### src/rtl/q_loop_pkg.sv
// Shared types and helpers for the multi-channel Q control loop.
package q_loop_pkg;

  typedef enum logic [2:0] {
    IDLE,
    SELECT,
    SETTLE,
    MEASURE,
    UPDATE,
    NEXT
  } state_e;

  // Channel index width: clog2 of the channel count, never narrower than one bit.
  function automatic int chIdxWidth(input int n);
    return (n < 2) ? 1 : $clog2(n);
  endfunction

  // Product of a pulse count and a scale factor, clamped to maxVal.
  function automatic logic [31:0] satMul(input logic [31:0] count,
                                         input logic [31:0] scale,
                                         input logic [31:0] maxVal);
    logic [63:0] prod;
    prod = {32'd0, count} * {32'd0, scale};
    if (prod > {32'd0, maxVal}) return maxVal;
    return prod[31:0];
  endfunction

endpackage

### src/rtl/q_pulse_window.sv
// Synchronizes every channel's Q pulse stream and counts rising edges of the
// selected channel over one fixed-length window, then scales the count to Q.
module q_pulse_window
  import q_loop_pkg::*;
#(
  parameter int BUS_WIDTH   = 10,
  parameter int N_CH        = 4,
  parameter int Q_PER_PULSE = 30,
  parameter int WINDOW_LEN  = 64,
  parameter int CH_W        = 2
) (
  input  logic                 clk,
  input  logic                 rst,
  input  logic [N_CH-1:0]      q_serialized_i,
  input  logic [CH_W-1:0]      sel_i,
  input  logic                 start_i,
  input  logic                 abort_i,
  output logic                 done_o,
  output logic [BUS_WIDTH-1:0] q_o
);

  localparam int CNT_W = $clog2(WINDOW_LEN + 1);
  localparam logic [CNT_W-1:0] WIN_LAST = CNT_W'(WINDOW_LEN - 1);
  localparam logic [31:0] Q_MAX = (32'd1 << BUS_WIDTH) - 32'd1;

  logic [N_CH-1:0]  sync1_q, sync2_q, prev_q, pulseEdge;
  logic             selEdge;
  logic             active_q;
  logic [CNT_W-1:0] winCnt_q, pulseCnt_q;
  logic [31:0]      qFull;

  // Two-flop synchronizer plus a delayed copy for rising-edge detection.
  always_ff @(posedge clk or negedge rst) begin
    if (!rst) begin
      sync1_q <= '0;
      sync2_q <= '0;
      prev_q  <= '0;
    end else begin
      sync1_q <= q_serialized_i;
      sync2_q <= sync1_q;
      prev_q  <= sync2_q;
    end
  end

  assign pulseEdge = sync2_q & ~prev_q;

  // Pick out the edge strobe of the channel being measured.
  always_comb begin
    selEdge = 1'b0;
    for (int c = 0; c < N_CH; c++) begin
      if (sel_i == CH_W'(c)) selEdge = pulseEdge[c];
    end
  end

  // Window timer and saturating edge counter; start clears, abort closes early.
  always_ff @(posedge clk or negedge rst) begin
    if (!rst) begin
      active_q    <= 1'b0;
      winCnt_q    <= '0;
      pulseCnt_q  <= '0;
    end else if (abort_i) begin
      active_q    <= 1'b0;
    end else if (start_i) begin
      active_q    <= 1'b1;
      winCnt_q    <= '0;
      pulseCnt_q  <= '0;
    end else if (active_q) begin
      if (selEdge && (pulseCnt_q != '1)) pulseCnt_q <= pulseCnt_q + 1'b1;
      if (winCnt_q == WIN_LAST) active_q <= 1'b0;
      else winCnt_q <= winCnt_q + 1'b1;
    end
  end

  assign done_o = active_q && (winCnt_q == WIN_LAST);
  assign qFull  = satMul(32'(pulseCnt_q), 32'(Q_PER_PULSE), Q_MAX);
  assign q_o    = qFull[BUS_WIDTH-1:0];

endmodule

### src/rtl/q_loop_mc.sv
// Round-robin Q control across N_CH resonators: one shared measurement window
// and one bisection update step, with per-channel search bounds and flags.
module q_loop_mc
  import q_loop_pkg::*;
#(
  parameter int BUS_WIDTH     = 10,
  parameter int N_CH          = 4,
  parameter int Q_PER_PULSE   = 30,
  parameter int WINDOW_LEN    = 64,
  parameter int SETTLE_CYCLES = 8,
  parameter int I_REF_MAX     = 2**BUS_WIDTH - 1,
  parameter int TOL           = 1,
  parameter int RELOCK_TOL    = 4,
  localparam int CH_W         = chIdxWidth(N_CH)
) (
  input  logic                      clk,
  input  logic                      rst,
  input  logic [N_CH-1:0]           enable,
  input  logic [N_CH-1:0]           q_serialized,
  input  logic [N_CH*BUS_WIDTH-1:0] q_desired,
  output logic [N_CH*BUS_WIDTH-1:0] i_ref_out,
  output logic [N_CH-1:0]           locked,
  output logic [N_CH-1:0]           fail,
  output logic                      busy,
  output logic                      meas_valid,
  output logic [CH_W-1:0]           meas_ch,
  output logic [BUS_WIDTH-1:0]      q_measured
);

  localparam int SET_W = $clog2(SETTLE_CYCLES + 1);
  localparam logic [SET_W-1:0]     SETTLE_LAST = SET_W'(SETTLE_CYCLES - 1);
  localparam logic [BUS_WIDTH-1:0] MAX_V    = BUS_WIDTH'(I_REF_MAX);
  localparam logic [BUS_WIDTH-1:0] MID_V    = MAX_V >> 1;
  localparam logic [BUS_WIDTH-1:0] TOL_V    = BUS_WIDTH'(TOL);
  localparam logic [BUS_WIDTH-1:0] RELOCK_V = BUS_WIDTH'(RELOCK_TOL);

  state_e               state_q;
  logic [CH_W-1:0]      ptr_q, sel_q, pick, nextPtr;
  logic [SET_W-1:0]     settleCnt_q;
  logic                 busy_q, measValid_q, found;
  logic [CH_W-1:0]      measCh_q;
  logic [BUS_WIDTH-1:0] qMeas_q, qNow;

  logic [BUS_WIDTH-1:0] lo_q [N_CH];
  logic [BUS_WIDTH-1:0] hi_q [N_CH];
  logic [BUS_WIDTH-1:0] cur_q[N_CH];
  logic [N_CH-1:0]      locked_q, fail_q;

  logic [BUS_WIDTH-1:0] loSel, hiSel, curSel, dSel, err;
  logic                 lockedSel, failSel, selEn;
  logic [BUS_WIDTH-1:0] updLo, updHi, updCur;
  logic                 updLocked, updFail, moved;
  logic [BUS_WIDTH:0]   nLo, nHi, sum;
  logic                 winStart, winAbort, winDone;

  q_pulse_window #(
    .BUS_WIDTH  (BUS_WIDTH),
    .N_CH       (N_CH),
    .Q_PER_PULSE(Q_PER_PULSE),
    .WINDOW_LEN (WINDOW_LEN),
    .CH_W       (CH_W)
  ) u_window (
    .clk           (clk),
    .rst           (rst),
    .q_serialized_i(q_serialized),
    .sel_i         (sel_q),
    .start_i       (winStart),
    .abort_i       (winAbort),
    .done_o        (winDone),
    .q_o           (qNow)
  );

  // First enabled channel at or after the pointer, wrapping around.
  always_comb begin
    found = 1'b0;
    pick  = '0;
    for (int i = N_CH - 1; i >= 0; i--) begin
      int idx;
      idx = int'(ptr_q) + i;
      if (idx >= N_CH) idx = idx - N_CH;
      if (enable[idx]) begin
        found = 1'b1;
        pick  = CH_W'(idx);
      end
    end
    nextPtr = (int'(sel_q) + 1 >= N_CH) ? '0 : sel_q + 1'b1;
  end

  // Mux out the selected channel's search state and target.
  always_comb begin
    loSel     = lo_q[0];
    hiSel     = hi_q[0];
    curSel    = cur_q[0];
    lockedSel = locked_q[0];
    failSel   = fail_q[0];
    selEn     = enable[0];
    dSel      = q_desired[BUS_WIDTH-1:0];
    for (int c = 1; c < N_CH; c++) begin
      if (sel_q == CH_W'(c)) begin
        loSel     = lo_q[c];
        hiSel     = hi_q[c];
        curSel    = cur_q[c];
        lockedSel = locked_q[c];
        failSel   = fail_q[c];
        selEn     = enable[c];
        dSel      = q_desired[c*BUS_WIDTH +: BUS_WIDTH];
      end
    end
  end

  // One bisection step for the selected channel from the fresh measurement.
  always_comb begin
    updLo     = loSel;
    updHi     = hiSel;
    updCur    = curSel;
    updLocked = lockedSel;
    updFail   = failSel;
    moved     = 1'b0;
    nLo       = {1'b0, loSel};
    nHi       = {1'b0, hiSel};
    sum       = '0;
    err       = (qNow > dSel) ? (qNow - dSel) : (dSel - qNow);
    if (lockedSel) begin
      if (err > RELOCK_V) begin
        updLocked = 1'b0;
        updLo     = '0;
        updHi     = MAX_V;
        updCur    = MID_V;
      end
    end else if (!failSel) begin
      if (err <= TOL_V) begin
        updLocked = 1'b1;
      end else if (qNow < dSel) begin
        if (curSel == MAX_V) updFail = 1'b1;
        else begin
          nLo   = {1'b0, curSel} + 1'b1;
          moved = 1'b1;
        end
      end else begin
        if (curSel == '0) updFail = 1'b1;
        else begin
          nHi   = {1'b0, curSel} - 1'b1;
          moved = 1'b1;
        end
      end
      if (moved) begin
        updLo = nLo[BUS_WIDTH-1:0];
        updHi = nHi[BUS_WIDTH-1:0];
        if (nLo > nHi) updFail = 1'b1;
        else begin
          sum    = nLo + nHi;
          updCur = sum[BUS_WIDTH:1];
        end
      end
    end
  end

  // Per-channel search registers: forced to the start point while disabled.
  always_ff @(posedge clk or negedge rst) begin
    if (!rst) begin
      for (int c = 0; c < N_CH; c++) begin
        lo_q[c]     <= '0;
        hi_q[c]     <= MAX_V;
        cur_q[c]    <= MID_V;
        locked_q[c] <= 1'b0;
        fail_q[c]   <= 1'b0;
      end
    end else begin
      for (int c = 0; c < N_CH; c++) begin
        if (!enable[c]) begin
          lo_q[c]     <= '0;
          hi_q[c]     <= MAX_V;
          cur_q[c]    <= MID_V;
          locked_q[c] <= 1'b0;
          fail_q[c]   <= 1'b0;
        end else if ((state_q == UPDATE) && (sel_q == CH_W'(c))) begin
          lo_q[c]     <= updLo;
          hi_q[c]     <= updHi;
          cur_q[c]    <= updCur;
          locked_q[c] <= updLocked;
          fail_q[c]   <= updFail;
        end
      end
    end
  end

  assign winStart = (state_q == SETTLE) && selEn && (settleCnt_q == SETTLE_LAST);
  assign winAbort = ((state_q == SETTLE) || (state_q == MEASURE)) && !selEn;

  // Scheduler: visit enabled channels in turn, skipping idle ones.
  always_ff @(posedge clk or negedge rst) begin
    if (!rst) begin
      state_q     <= IDLE;
      ptr_q       <= '0;
      sel_q       <= '0;
      settleCnt_q <= '0;
      busy_q      <= 1'b0;
      measValid_q <= 1'b0;
      measCh_q    <= '0;
      qMeas_q     <= '0;
    end else begin
      measValid_q <= 1'b0;
      case (state_q)
        IDLE: begin
          if (|enable) begin
            state_q <= SELECT;
            busy_q  <= 1'b1;
          end
        end
        SELECT: begin
          if (found) begin
            sel_q       <= pick;
            settleCnt_q <= '0;
            state_q     <= SETTLE;
          end else begin
            state_q <= IDLE;
            busy_q  <= 1'b0;
          end
        end
        SETTLE: begin
          if (!selEn) state_q <= NEXT;
          else if (settleCnt_q == SETTLE_LAST) state_q <= MEASURE;
          else settleCnt_q <= settleCnt_q + 1'b1;
        end
        MEASURE: begin
          if (!selEn) state_q <= NEXT;
          else if (winDone) state_q <= UPDATE;
        end
        UPDATE: begin
          measValid_q <= 1'b1;
          measCh_q    <= sel_q;
          qMeas_q     <= qNow;
          state_q     <= NEXT;
        end
        NEXT: begin
          ptr_q   <= nextPtr;
          state_q <= SELECT;
        end
        default: state_q <= IDLE;
      endcase
    end
  end

  for (genvar c = 0; c < N_CH; c++) begin : g_iref
    assign i_ref_out[c*BUS_WIDTH +: BUS_WIDTH] = enable[c] ? cur_q[c] : '0;
  end

  assign locked     = locked_q;
  assign fail       = fail_q;
  assign busy       = busy_q;
  assign meas_valid = measValid_q;
  assign meas_ch    = measCh_q;
  assign q_measured = qMeas_q;

endmodule

### config.mk
export PLATFORM = sky130hd
export DESIGN_NAME = q_loop_mc
export DESIGN_NICKNAME = d
export VERILOG_FILES = /design/src/rtl/q_loop_pkg.sv /design/src/rtl/q_pulse_window.sv /design/src/rtl/q_loop_mc.sv
export SDC_FILE = /design/constraint.sdc
export NUM_CORES = 1
export LEC_CHECK = 0
export ABC_AREA = 1
export BUFFER_PORTS_ARGS = -buffer_cell sky130_fd_sc_hd__buf_2
export CORE_AREA = 2 2 159 161
export CTS_CLUSTER_DIAMETER = 60
export CTS_CLUSTER_SIZE = 30
export DETAILED_ROUTE_END_ITERATION = 7
export DIE_AREA = 0 0 161 163
export MAX_ROUTING_LAYER = met4
export PLACE_DENSITY = 0.83
export SYNTH_ARGS = -nofsm -noshare
export SYNTH_HDL_FRONTEND = slang
export SYNTH_SLANG_ARGS = --single-unit
### constraint.sdc
create_clock -name clk -period 6.8 [get_ports clk]
set_input_delay 0.68 -clock clk [delete_from_list [all_inputs] [get_ports clk]]
set_output_delay 0.68 -clock clk [all_outputs]
set_load 0.005 [all_outputs]
# Yosys cells after proc, flatten, opt, wreduce, memory -nomap -nowiden
# Cells that the tools add are included.
# word_totals
inputBits	50
out_inout_bits	62
regBits	180
# classes
n_mux	164
bitwise_logic	3
n_lt_le_gt_ge	15
n_reduce_logical	25
n_mul	1
eq_ne	24
addsub	17
# ops
cell	n
$mux W10	56
$lt A32 B4 Y1 const B	4
$mux W32	4
$mux W11	10
$mux W1	67
$mux W7	6
$sub A10 B10 Y10	2
$pmux W3 S6	1
$mux W3	5
$add A7 B1 Y7 const B	2
$ge A3 B3 Y1 const B	4
$gt A12 B10 Y1 const B	1
$mux W2	6
$mux W4	3
$reduce_and A3 Y1	4
$sub A3 B3 Y4 const B	3
$add A10 B1 Y11 const B	1
$add A11 B11 Y11	1
$gt A11 B11 Y1	1
$mul A7 B4 Y11 const B	1
$sub A10 B1 Y11 const B	1
$eq A10 B10 Y1 const B	1
$gt A10 B10 Y1	1
$gt A10 B3 Y1 const B	1
other kinds (35)	63

# Depth between registers and ports, before layout
# logic_depth
depth_word	17
ltp_mapped	52
ltp_nobuf	51

# Cells and area by module
# From an unflattened synthesis, not the netlist that was laid out.
# unflattened
cells_unflattened	1906
area_unflattened_um2	13405.4
# by_module_without_submodules
module	cells_each	instances	seq_area_each_um2	area_per_inst_um2
q_loop_mc	1647	1	3923.8	11277.1
q_pulse_window	259	1	675.6	2128.3

# Worst setup path after synthesis
# OpenSTA, ideal clock, no wires.
# synth_timing
path_type	register -> register
start	reg u_window.pulseCnt_q[4]
end	reg cur_q[19] (netlist bit)
setup_slack_ps	-482
n_path_buf	3
path_stages_with_launch	51
arrival_time_ps	7217
setup_ps	65
path_cell_list	dfrtp_1 > inv_1 > fa_1 > fa_1 > inv_1 > ha_1 > or2_1 > nand3_2 > nand2_1 > nand2_1 > nand2_1 > nor2_4 > clkinv_1 > nor2_1 > ha_1 > clkbuf_1 > nand2_1 > inv_1 > [15 not listed] > ha_1 > inv_1 > fa_1 > o31ai_1 > a21oi_1 > o21ai_0 > a21o_1 > a21oi_1 > nor2_1 > nor2_1 > nor2_1 > nor2_1 > xnor2_1 > nand3_1 > nand2_1 > o21ai_2 > nand3_1 > nand2_1
# synth_between
elab_chain_cells	17
elab_cells_between_ends	32
# synth_lines
item	line	text
start, declared	q_pulse_window.sv:29	logic [CNT_W-1:0] winCnt_q, pulseCnt_q;
start signal, assigned	q_pulse_window.sv:68	if (selEdge && (pulseCnt_q != '1)) pulseCnt_q <= pulseCnt_q + 1'b1;
$mul A7 B4 Y11 (*)	q_loop_pkg.sv:23	prod = {32'd0, count} * {32'd0, scale};
$gt A12 B10 Y1 (*)	q_loop_pkg.sv:24	if (prod > {32'd0, maxVal}) return maxVal;
$mux W1 (*)	q_loop_pkg.sv:24	
$mux W10 (*)	q_loop_pkg.sv:25	return prod[31:0];
net qNow[0]	q_loop_mc.sv:42	logic [BUS_WIDTH-1:0] qMeas_q, qNow;
$sub A10 B10 Y10 or $gt A10 B10 Y1 (tied branches)	q_loop_mc.sv:122	err = (qNow > dSel) ? (qNow - dSel) : (dSel - qNow);
$mux W10	q_loop_mc.sv:122	
$le A10 B1 Y1	q_loop_mc.sv:131	if (err <= TOL_V) begin
[2 not listed]	--	
$mux W11	q_loop_mc.sv:123	if (lockedSel) begin
$add A11 B11 Y11 or $gt A11 B11 Y1 (tied branches)	q_loop_mc.sv:151, q_loop_mc.sv:149	
$mux W10	q_loop_mc.sv:149	if (nLo > nHi) updFail = 1'b1;
$mux W10	q_loop_mc.sv:146	if (moved) begin
$mux W10	q_loop_mc.sv:130	end else if (!failSel) begin
$mux W10 (*)	q_loop_mc.sv:123	
$mux W10 (*)	q_loop_mc.sv:176	end else if ((state_q == UPDATE) && (sel_q == CH_W'(c))) begin
$mux W10 (*)	q_loop_mc.sv:170	if (!enable[c]) begin
end signal, assigned by index	q_loop_mc.sv:179	cur_q[c] <= updCur;
end, declared	q_loop_mc.sv:46	logic [BUS_WIDTH-1:0] cur_q[N_CH];
# Mark *: on every way through the listed nets, which the timed path passes. The rest lies on a longest branch. The select of a mux whose other input is x is not followed.
# A chain may end at the register's enable or synchronous reset.

# Worst setup path after layout
# layout_timing
start	reg u_window.pulseCnt_q[1]
end	reg cur_q[18] (netlist bit)
# The elaborated chain is that of the path after synthesis.

==> metrics.md <==
| Metric | Value |
|---|---|
| Ys async rst share | between 90% and 100% |
| DRT antenna net count | 0 |
| Top-level port count | roughly 110 |
| Yosys warnings | 0 |
| Critical-path top delay cell | fa_1 |
| Setup ws final | -0.5738 ns |
| Initial drt markers | about 1400 |
| Failing checks | negative setup slack |
| Final hold vios | 0 |
| Synth top area share | around a fifth |
| Final setup viols | between 40 and 50 |
| Commonest cells after routing, fill and taps aside | nand2_1 (474), nor2_1 (188), inv_1 (184), buf_4 (184), a21oi_1 (121) |
| Worst hold path class | primary input to async pin |
| Crit path DAT | between 7 and 8 ns |
| Multi-input logic area | approximately 8400 sq um |
| CP Class | flop to flop |
| Sequential share of the synthesized area | 34.81% |
| TritonRoute pass-1 iters | 7 |
| Final Non-Filler Cells | 2476 |
| Most frequent cell on the critical path | nand2_2 |
| First-pass GRT wire length | ~70000 um |
| Reg2Reg Depth | between 40 and 50 |
| RSZ-0062 raised after global routing | yes |
| Clock Latency Late Sink | 0.46 ns |
| Clock Skew | roughly 0.021 ns |
| Filler cells | approximately 1900 |
| CP max stage delay | about 0.57 ns |
| Final period util | 108.4% |
| CP startpoint kind | flop |
| Synth-to-layout area growth | 29.51% |
| Chip width | ~160 um |
| Starting Density | 53.55% |
| Most used flip-flop cell after synthesis | dfrtp_1 |
| Total gr overflow | 0 |
| Fin nets | about 2300 |
| Outcome | finished with violations |
| Yosys reg bits | 180 |
| Relative slew slack | roughly a quarter |
| CTS tree | built |
| Synth area leader | dfrtp_1 |
| CTS sink cnt | 180 |
| Largest net degree at the start of global routing | 100 |
| Via Count | 14360 |
| Post-synth EDFFs | 0 |
| GPL Wtd Cong | about 1.1 |
| Antenna violations before repair | 1 |
| R2R Path End | cur_q[18] |
| Root Buffer | clkbuf_16 |
| Layout cell share with drive strength beyond 1 | between 30% and 40% |
| # hold bufs at CTS | 0 |
| Height of the chip | approximately 160 um |
| Vias per inst | between 5 and 6 |
| # placed instances | between 2000 and 2500 |
| Vias in the first global route | ~14000 |
| H-tree Lvls | 4 |
| Area contributors post-synth | dfrtp_1 (20%), dfstp_2 (15%), nand2_1 (15%) |
| Fmax | between 100 and 150 MHz |
| Crit path time final | 7.374 ns |
| Endpoint type of the worst setup path | flop |
| # DRC | 0 |
| GRT Total Usage | a little over a third |
| Row count | 58 |
| R2R Setup Slk | -0.57 ns |
| Routed WL | between 40000 and 50000 um |
| Seq. cell area | 4599 sq um |
| Reg-to-Reg Start | u_window.pulseCnt_q[1] |
| Worst-Margin Slew | about 1.1 ns |
| Pins Over Slew Limit | 0 |
| Max cap viols | 0 |
| Num CTS Buffers | 17 |
| Worst-path clk slew | roughly 0.090 ns |
| Post-Syn Nets | 2004 |
| CTS Buffer Depth | 2 |
| Syn Inst Count | roughly 1900 |
| Total Die Area | 26240 sq um |
| Port Buf Inserts | 111 |
| Floorplan core area | between 20000 and 25000 sq um |
| Largest fanout on the critical path | 8 |
| Final HPWL DP | 31010 um |
| Worst EP required | just over 7 ns |
| Post-Syn Area | 13210 sq um |
| Synth cell types | 53 |
| Routed len/inst | between 15 and 20 um |
| Leading cell type in the layout, fill and taps excluded | nand2_1 |
| Syn_area_per_cell | between 7 and 8 sq um |
area by class of cell:
class | count | area share, %
Tap cell | 330 | 2.413
Clock buffer | 18 | 2.566
Antenna cell | 1 | 0.01462
Timing Repair Buffer | 314 | 12.80
Inverter | 239 | 5.359
Multi-Input combinational cell | 1380 | 48.92
Sequential cell | 180 | 26.88
Clock inverter | 14 | 1.053
worst max path at each step:
stage,startpoint,cells after the start,endpoint
finish,u_window.pulseCnt_q[1],47,cur_q[18]
global route,u_window.pulseCnt_q[1],47,cur_q[18]
CTS,u_window.pulseCnt_q[1],49,cur_q[18]
detailed placement,u_window.pulseCnt_q[2],45,cur_q[32]
global placement,u_window.pulseCnt_q[2],46,cur_q[12]
floorplan,u_window.pulseCnt_q[2],50,cur_q[19]
flip-flops by register name, summed over array words and instances, names as in the netlist, 7 cells and up:
register / cells
cur_q: 40
hi_q: 40
lo_q: 40
q_measured: 10
u_window.pulseCnt_q: 7
u_window.winCnt_q: 7
per-layer routing:
metal	part of all wire (%)	vias up	track usage, %
li1	-	6586	-
met1	38	6792	42.65
met5	0	-	-
met2	48	798	58.43
met3	9.3	184	6.850
met4	4.6	0	15.87
worst max-delay path, delay by kind of cell (launching register included):
| kind | cells | cell delay [ns] |
|---|---|---|
| AO/OA/AOI/OAI | 9 | 1.41 |
| AND/OR/NAND/NOR | 22 | 2.25 |
| buffers and inverters | 10 | 1.13 |
| adder cells (fa/ha/maj) | 5 | 1.85 |
| flip-flops | 1 | 0.43 |
| XOR/XNOR | 1 | 0.20 |
synthesized netlist by cell type, types with 11 or more instances:
cell,instances
o21ai_0,105
o31ai_1,27
a21oi_1,136
ha_1,66
dfstp_2,76
dfrtp_1,104
buf_1,13
clkbuf_1,33
buf_2,20
nand3_1,71
nor2_1,201
fa_1,13
nand4_1,48
inv_1,221
o21ai_1,17
xor2_1,27
nand2_1,514
o21a_1,26
a31oi_1,11
per-stage QoR:
step	hold WS (ns)	instance area [sq um]	util [%]	TNS (ns)	setup slack (ns)
after floorplan	0.3312	13240	-	0	0.02009
after CTS	0.3163	16660	67.54	-1.949	-0.1286
after detailed placement	0.3347	15090	61.15	-18.46	-0.5672
after global placement	0.3333	15090	61.15	-13.49	-0.4181
after global routing	0.3225	17110	69.36	-24.19	-0.7901
final	0.3030	17110	69.36	-13.35	-0.5738
cells by family after synthesis:
kind of cell	Yosys count	synth area share [%]
adders and majority gates	79	8.219
buffers and inverters	316	9.677
other	2	0.05683
AOI/OAI and AO/OA	371	16.31
xor gates and xnor gates	37	2.452
and+or+nand+nor	890	28.48
DFF	180	34.81
repair_timing:
item | CTS | global route
resized for setup | 158 | 100
buffers inserted | 29 | 13
pin swaps | 43 | 52
gates cloned | 4 | 0
endpoints found under the setup margin | 44 | 44
Power is left out: the tool's default activity adds up to more than one toggle a clock period on the data nets, which glitch-free logic cannot reach.
